### src/rtl/inst_mem_loader.sv
// Boot loader: assembles a big-endian byte stream into instruction words
// and writes them to instruction memory while holding the core in reset.
module inst_mem_loader #(
  parameter int SIZE_DATA = 32,
  parameter int ADD_SIZE  = 32,
  parameter int MEM_WORDS = 256
) (
  input  logic                 clk,
  input  logic                 reset,
  input  logic                 start,
  input  logic [15:0]          n_words,
  input  logic                 abort,
  input  logic [7:0]           byte_in,
  input  logic                 byte_valid,
  output logic                 byte_ready,
  output logic                 wr_en,
  output logic [ADD_SIZE-1:0]  wr_addr,
  output logic [SIZE_DATA-1:0] wr_data,
  output logic                 core_hold,
  output logic                 busy,
  output logic                 done,
  output logic                 error
);

  typedef enum logic [1:0] {
    IDLE  = 2'd0,
    RECV  = 2'd1,
    WRITE = 2'd2,
    DONE  = 2'd3
  } state_t;

  localparam logic [16:0] MAX_WORDS = 17'(MEM_WORDS);

  state_t         state_q;
  state_t         state_d;
  logic [15:0]    count_q;
  logic [15:0]    word_idx;
  logic [1:0]     byte_cnt;
  logic [31:0]    word_q;
  logic [ADD_SIZE-1:0]  wr_addr_q;
  logic [SIZE_DATA-1:0] wr_data_q;
  logic           error_q;
  logic           n_ok;
  logic           accept;
  logic           last_byte;
  logic           last_word;

  assign n_ok      = (n_words != 16'd0) &&
                     ({1'b0, n_words} <= MAX_WORDS);
  assign accept    = byte_valid && (state_q == RECV);
  assign last_byte = accept && (byte_cnt == 2'd3);
  assign last_word = (word_idx == count_q - 16'd1);

  always_ff @(posedge clk or posedge reset) begin
    if (reset) state_q <= IDLE;
    else       state_q <= state_d;
  end

  always_comb begin
    state_d = state_q;
    unique case (state_q)
      IDLE:  if (start && n_ok) state_d = RECV;
      RECV: begin
        if (abort)          state_d = IDLE;
        else if (last_byte) state_d = WRITE;
      end
      WRITE: begin
        if (abort)          state_d = IDLE;
        else if (last_word) state_d = DONE;
        else                state_d = RECV;
      end
      DONE:    state_d = IDLE;
      default: state_d = IDLE;
    endcase
  end

  always_comb begin
    byte_ready = (state_q == RECV);
    wr_en      = (state_q == WRITE);
    busy       = (state_q != IDLE);
    core_hold  = (state_q != IDLE);
    done       = (state_q == DONE);
  end

  // Write port registers load on the 4th byte so they hold after WRITE.
  always_ff @(posedge clk or posedge reset) begin
    if (reset) begin
      count_q   <= '0;
      word_idx  <= '0;
      byte_cnt  <= '0;
      word_q    <= '0;
      wr_addr_q <= '0;
      wr_data_q <= '0;
      error_q   <= 1'b0;
    end else begin
      unique case (state_q)
        IDLE: begin
          if (start && n_ok) begin
            count_q  <= n_words;
            word_idx <= '0;
            byte_cnt <= '0;
            word_q   <= '0;
            error_q  <= 1'b0;
          end else if (start) begin
            error_q  <= 1'b1;
          end
        end
        RECV: begin
          if (abort) begin
            error_q  <= 1'b1;
            byte_cnt <= '0;
            word_q   <= '0;
          end else if (accept) begin
            word_q   <= {word_q[23:0], byte_in};
            byte_cnt <= byte_cnt + 2'd1;
            if (byte_cnt == 2'd3) begin
              wr_data_q <= SIZE_DATA'({word_q[23:0], byte_in});
              wr_addr_q <= ADD_SIZE'({word_idx, 2'b00});
            end
          end
        end
        WRITE: begin
          if (abort)           error_q  <= 1'b1;
          else if (!last_word) word_idx <= word_idx + 16'd1;
        end
        default: ;
      endcase
    end
  end

  assign wr_addr = wr_addr_q;
  assign wr_data = wr_data_q;
  assign error   = error_q;

endmodule

### config.mk
export PLATFORM = sky130hd
export DESIGN_NAME = inst_mem_loader
export DESIGN_NICKNAME = d
export VERILOG_FILES = /design/src/rtl/inst_mem_loader.sv
export SDC_FILE = /design/constraint.sdc
export NUM_CORES = 1
export LEC_CHECK = 0
export BUFFER_PORTS_ARGS = -buffer_cell sky130_fd_sc_hd__clkbuf_2
export CAP_MARGIN = 30
export CELL_PAD_IN_SITES_DETAIL_PLACEMENT = 1
export CELL_PAD_IN_SITES_GLOBAL_PLACEMENT = 2
export CORE_ASPECT_RATIO = 1.2
export CORE_MARGIN = 1.5
export CORE_UTILIZATION = 40
export CTS_BUF_LIST = sky130_fd_sc_hd__clkbuf_4 sky130_fd_sc_hd__clkbuf_8
export CTS_CLUSTER_SIZE = 25
export DETAILED_ROUTE_END_ITERATION = 7
export GPL_TIMING_DRIVEN = 0
export PLACE_DENSITY_LB_ADDON = 0.1
export SLEW_MARGIN = 20
export SYNTH_ARGS = -nofsm -noshare
export SYNTH_HDL_FRONTEND = slang
export SYNTH_SLANG_ARGS = --single-unit
### constraint.sdc
create_clock -name clk -period 8.9 [get_ports clk]
set_clock_uncertainty 0.1 [all_clocks]
set_input_delay 1.335 -clock clk [delete_from_list [all_inputs] [get_ports clk]]
set_output_delay 1.335 -clock clk [all_outputs]
set_load 0.005 [all_outputs]
## Word-level counts from Yosys, hierarchy flattened

Cells that the tools add are included.

- Bits in registers: 109

- Equal/unequal tests: 12
- Muxes and demuxes: 22
- Add/subtract/negate cells: 3
- Reductions and logical operators: 17
- $lt $le $gt $ge: 1
- Bitwise logic cells: 1

Operators by type and width:

| cell | number |
|---|---|
| $mux 24 | 3 |
| $mux 16 | 3 |
| $pmux 24 s2 | 1 |
| $pmux 16 s2 | 1 |
| $add 16x1->16 const B | 1 |
| $eq 16x16->1 | 1 |
| $le 16x9->1 const B | 1 |
| $mux 2 | 8 |
| $reduce_bool 16->1 | 1 |
| $sub 16x1->16 const B | 1 |
| $pmux 2 s4 | 1 |
| $reduce_and 4->1 | 2 |
| $reduce_bool 2->1 | 4 |
| $eq 2x2->1 const B | 3 |
| $ne 2x2->1 const B | 3 |
| $ne 3x2->1 const B | 2 |
| $reduce_and 3->1 | 2 |
| $logic_and 1x1->1 | 4 |
| $pmux 2 s2 | 1 |
| $reduce_and 2->1 | 2 |
| $mux 1 | 3 |
| $ne 3x3->1 const B | 1 |
| $add 2x1->2 const B | 1 |
| $eq 2x1->1 const B | 1 |
| other kinds (5) | 5 |

## Longest topological paths before layout

- Depth in word-level cells: 6
- Gate-level depth with buffers: 13
- Mapped depth without buffers: 10

## Worst setup path before layout

Ideal clock, no wire load.

- Path type: input-to-reg
- From: input port n_words[3]
- To: register word_q[0]
- Library setup time: 0.135 ns
- Cell stages on the path: 10
- Path slack: 5.719 ns
- Path buffers: 2
- Data arrival time: 2.946 ns
- Cells stage by stage: nor4_1 -> a21boi_0 -> nand4b_1 -> or2_1 -> clkbuf_1 -> o21ai_1 -> o31ai_1 -> clkbuf_1 -> nand2_1 -> o21ai_0

- Word-level cells in the longest chain between the ends: 5
- Elaborated cells on any way between the ends: 6

RTL lines:

| element | line | source |
|---|---|---|
| start: declaration | 11 | `input logic [15:0] n_words,` |
| $le 16x9->1 or $reduce_bool 16->1 (tied branches) | 49, 48 |  |
| $logic_and 1x1->1 (*) | 48 | `assign n_ok = (n_words != 16'd0) &&` |
| $logic_and 1x1->1 (*) | 98 | `if (start && n_ok) begin` |
| $ne 2x2->1 (no source line) (*) | - |  |
| $reduce_and 3->1 (no source line) (*) | - |  |
| end signal: assignment | 114 | `word_q <= {word_q[23:0], byte_in};` |
| end: declaration | 39 | `logic [31:0] word_q;` |

Mark *: on every way between the ends. The rest lies on a longest branch, timed or not.
A chain may end at the register's enable or synchronous reset.

## Worst setup path after layout

- From: input port n_words[3]
- To: register word_q[3]

The elaborated chain is that of the path after synthesis.

==> summary.log <==
qor: sta.final_min_period_over_clock_period 42.0%
qor: job.max_cap_violations 0
qor: sta.final-setup-viol-count 0
qor: worst_setup_path.setup.worst_path.class in2reg
qor: clocking.hold_buf_cts 0
qor: sta.final-max-slew-violation-count 0
qor: clocking.cts_repair_resize_count 0
qor: placed_design.placed_cells_incl_taps 756
qor: yosys.synth_seq_cells 109
qor: die.core_area 13100 sq um
qor: yosys.yosys.cell_types.count 62
qor: clocking.h-tree-depth 3
qor: outcome.run_status completed
qor: global_route.total_routing_resource_utilization_after_global_routing 20.2%
qor: global_route.initial_antenna_violation_count 0
qor: sta.worst_slew_pin_slew 817 ps
qor: final_layout.most_common_library_cell_in_the_layout_ignoring_fill_and_taps sky130_fd_sc_hd__dfrtp_1
qor: clocking.clock_sinks 109
qor: routing.drt_wl_total 13400 um
qor: clocking.cts-root-to-sink-buffers 2
qor: die.floorplan.die.width 109 um
qor: sta.tns 0 ps
qor: worst_setup_path.crit_path_top_delay_cell sky130_fd_sc_hd__nor4_1
qor: final_layout.most_frequent_cells_in_the_layout sky130_fd_sc_hd__dfrtp_1 (109), sky130_fd_sc_hd__clkbuf_2 (83), sky130_fd_sc_hd__nand2_1 (69)
qor: worst_setup_path.setup.worst_path.start_class input pin
qor: worst_setup_path.cp_slowest_stage_delay 440 ps
qor: routing.initialDrtViolationCount 88
qor: worst_setup_path.timing.critical_path.arrival 3890 ps
qor: yosys.mean_instance_size_in_the_synthesized_netlist 10.9 sq um
qor: yosys.syn-cell-area 5360 sq um
qor: power_and_ir_drop.power_leakage 3.11 nW
qor: final_layout.fin_cells 773
qor: yosys.ys_dominant_reg_cell sky130_fd_sc_hd__dfrtp_1
qor: worst_hold_path.hold_class reg2reg
qor: yosys.netlist_instances 490
qor: sta.fmax 267 MHz
qor: routing.drt_wl_cell 17.4 um
qor: routing.avgViaCountPerCell 5.15
qor: power_and_ir_drop.vdd_drop_max 0.0910 mV
qor: yosys.synth-warning-count 0
qor: die.die_y 130 um
qor: routing.drt_first_pass_iters 4
qor: clocking.clkTransAtPathRegs 100 ps
qor: worst_setup_path.timing.critical_path.cells clkbuf_2 > nor4_1 > nand3b_1 > nand4b_1 > or2_1 > clkbuf_1 > o21ai_1 > o31ai_1 > clkbuf_2 > clkbuf_1 > o21ai_0
qor: worst_setup_path.crit_fanout 10
qor: clocking.cts_tree yes
qor: final_layout.layout.nets 636
qor: yosys.yosysSeqAreaShare 50.9%
qor: die.ios 99
qor: clocking.clock_tree.root_cell sky130_fd_sc_hd__clkbuf_8
qor: clocking.cts_buffers 9
qor: placed_design.dp_hpwl 10100 um
qor: worst_setup_path.worst-endpoint-required 9050 ps
qor: power_and_ir_drop.power.density_cell_area 186 nW/um^2
qor: die.rows 46
qor: clocking.clk-insertion-delay-late 390 ps
qor: final_layout.area.growth.synth_to_final 17.8%
qor: yosys.synthArstFlopShare 100%
qor: worst_setup_path.worst-path-buf-inv 4
qor: clocking.post-cts-setup-buffers 0
qor: routing.drt_drc_violations_left 0
qor: routing.postRouteAntennaNets 0
qor: sta.hold_violations 0
qor: die.starting_utilization_of_the_core_area 40.8%
qor: worst_setup_path.critical-path-top-delay-family buffers and inverters
qor: placed_design.io_buffers 82
qor: routing.vias 3978
qor: worst_setup_path.worstSetupEndpointType flop
qor: sta.layout_min_cycle_time 3740 ps
qor: final_layout.post_route_cells_drive_above_1_share 35.5%
qor: placed_design.gpl.final_weighted_congestion 0.774
qor: yosys.post_synth_edffs 0
qor: die.floorplan.die_area 14100 sq um
qor: global_route.grt_pass1_wl 21500 um
qor: sta.slew-limit-headroom 45.3%
qor: global_route.gr-total-overflow 0
qor: global_route.grt_pass1_vias 4207
qor: global_route.grt_start_max_net_pins 74
qor: final_layout.antennaDiodeCount 0
qor: sta.grt_setup_unrepaired no
through the flow:
step	total power, W	worst slack (ps)	cell area, sq um	hold WS [ps]	utilization [%]
floorplan	0.000731	4590	5420	346	-
global placement	0.000818	3260	6040	370	46.0
detailed placement	0.000825	4740	6070	383	46.3
CTS	0.00119	5140	6310	414	48.1
global route	0.00124	4880	6310	432	48.1
finish	0.00117	5160	6310	405	48.1
cell usage after synthesis, drive strengths merged (10+ instances only):
master | n | area, sq um
dfrtp | 109 | 2730
nand2 | 69 | 259
mux2 | 56 | 631
o21ai | 45 | 251
buf | 24 | 199
a21oi | 16 | 103
clkbuf | 15 | 66.3
inv | 14 | 52.6
nand3 | 13 | 65.1
or3 | 13 | 91.3
xnor2 | 12 | 105
nor2 | 10 | 37.5
flip-flops by register name, indices dropped and copies added, names as in the netlist:
name,flops
word_q,24
wr_data,32
byte_cnt,2
error,1
state_q,2
wr_addr,16
word_idx,16
count_q,16
report_power, final:
part / switching, W / total, W / internal, W
Combinational: 0.000159 / 0.000255 / 0.0000964
Clock: 0.000182 / 0.000359 / 0.000178
Sequential: 0.0000294 / 0.000559 / 0.000530
logic make-up (layout without fill, tap and decap cells):
logic type / Yosys count / after routing / share of synthesized area (%)
buffers and inverters: 53 / 153 / 5.93
AND/OR/NAND/NOR: 163 / 163 / 16.2
other: 1 / 16 / 0.0700
multiplexers: 56 / 56 / 11.8
XOR/XNOR: 18 / 18 / 2.94
adder cells (fa/ha/maj): 7 / 7 / 1.63
flip-flops: 109 / 109 / 50.9
AO/OA/AOI/OAI: 83 / 83 / 10.6
routing by layer:
layer	up-vias	global-route usage (%)	part of all wire [%]
li1	1908	-	-
met3	23	3.10	2.6
met2	66	36.6	53
met4	0	10.1	3.1
met5	-	0	0
met1	1981	23.0	41
final timing paths:
kind / cells past startpoint / slack [ps] / startpoint / endpoint
worst max-delay path: 11 / 5160 / n_words[3] / word_q[3]
max in group asynchronous: 3 / 7220 / reset / count_q[3]
worst min register to register: 2 / 400 / byte_cnt[1] / byte_cnt[1]
worst min-delay path: 2 / 400 / byte_cnt[1] / byte_cnt[1]
worst max register to register: 12 / 5790 / count_q[1] / word_idx[7]
min in group asynchronous: 2 / 810 / reset / wr_data[0]
cell type report:
class | count | area [sq um]
fillers | 1529 | 6810
flip-flops and latches | 109 | 2730
multi-input cells | 343 | 2370
repair buffers | 84 | 443
plain buffers | 39 | 265
well taps | 168 | 210
clock buffers | 11 | 151
clock inverters | 5 | 88.8
inverters | 14 | 57.6
worst reg2reg max path, delay by kind of cell, from the launching register on:
kind	cells	cell delay, ps
and+or+nand+nor	2	790
AOI/OAI and AO/OA	5	920
DFF	1	380
buffers and inverters	4	590
adders and majority gates	1	280
Note: power is estimated with default switching activity, not from simulation.
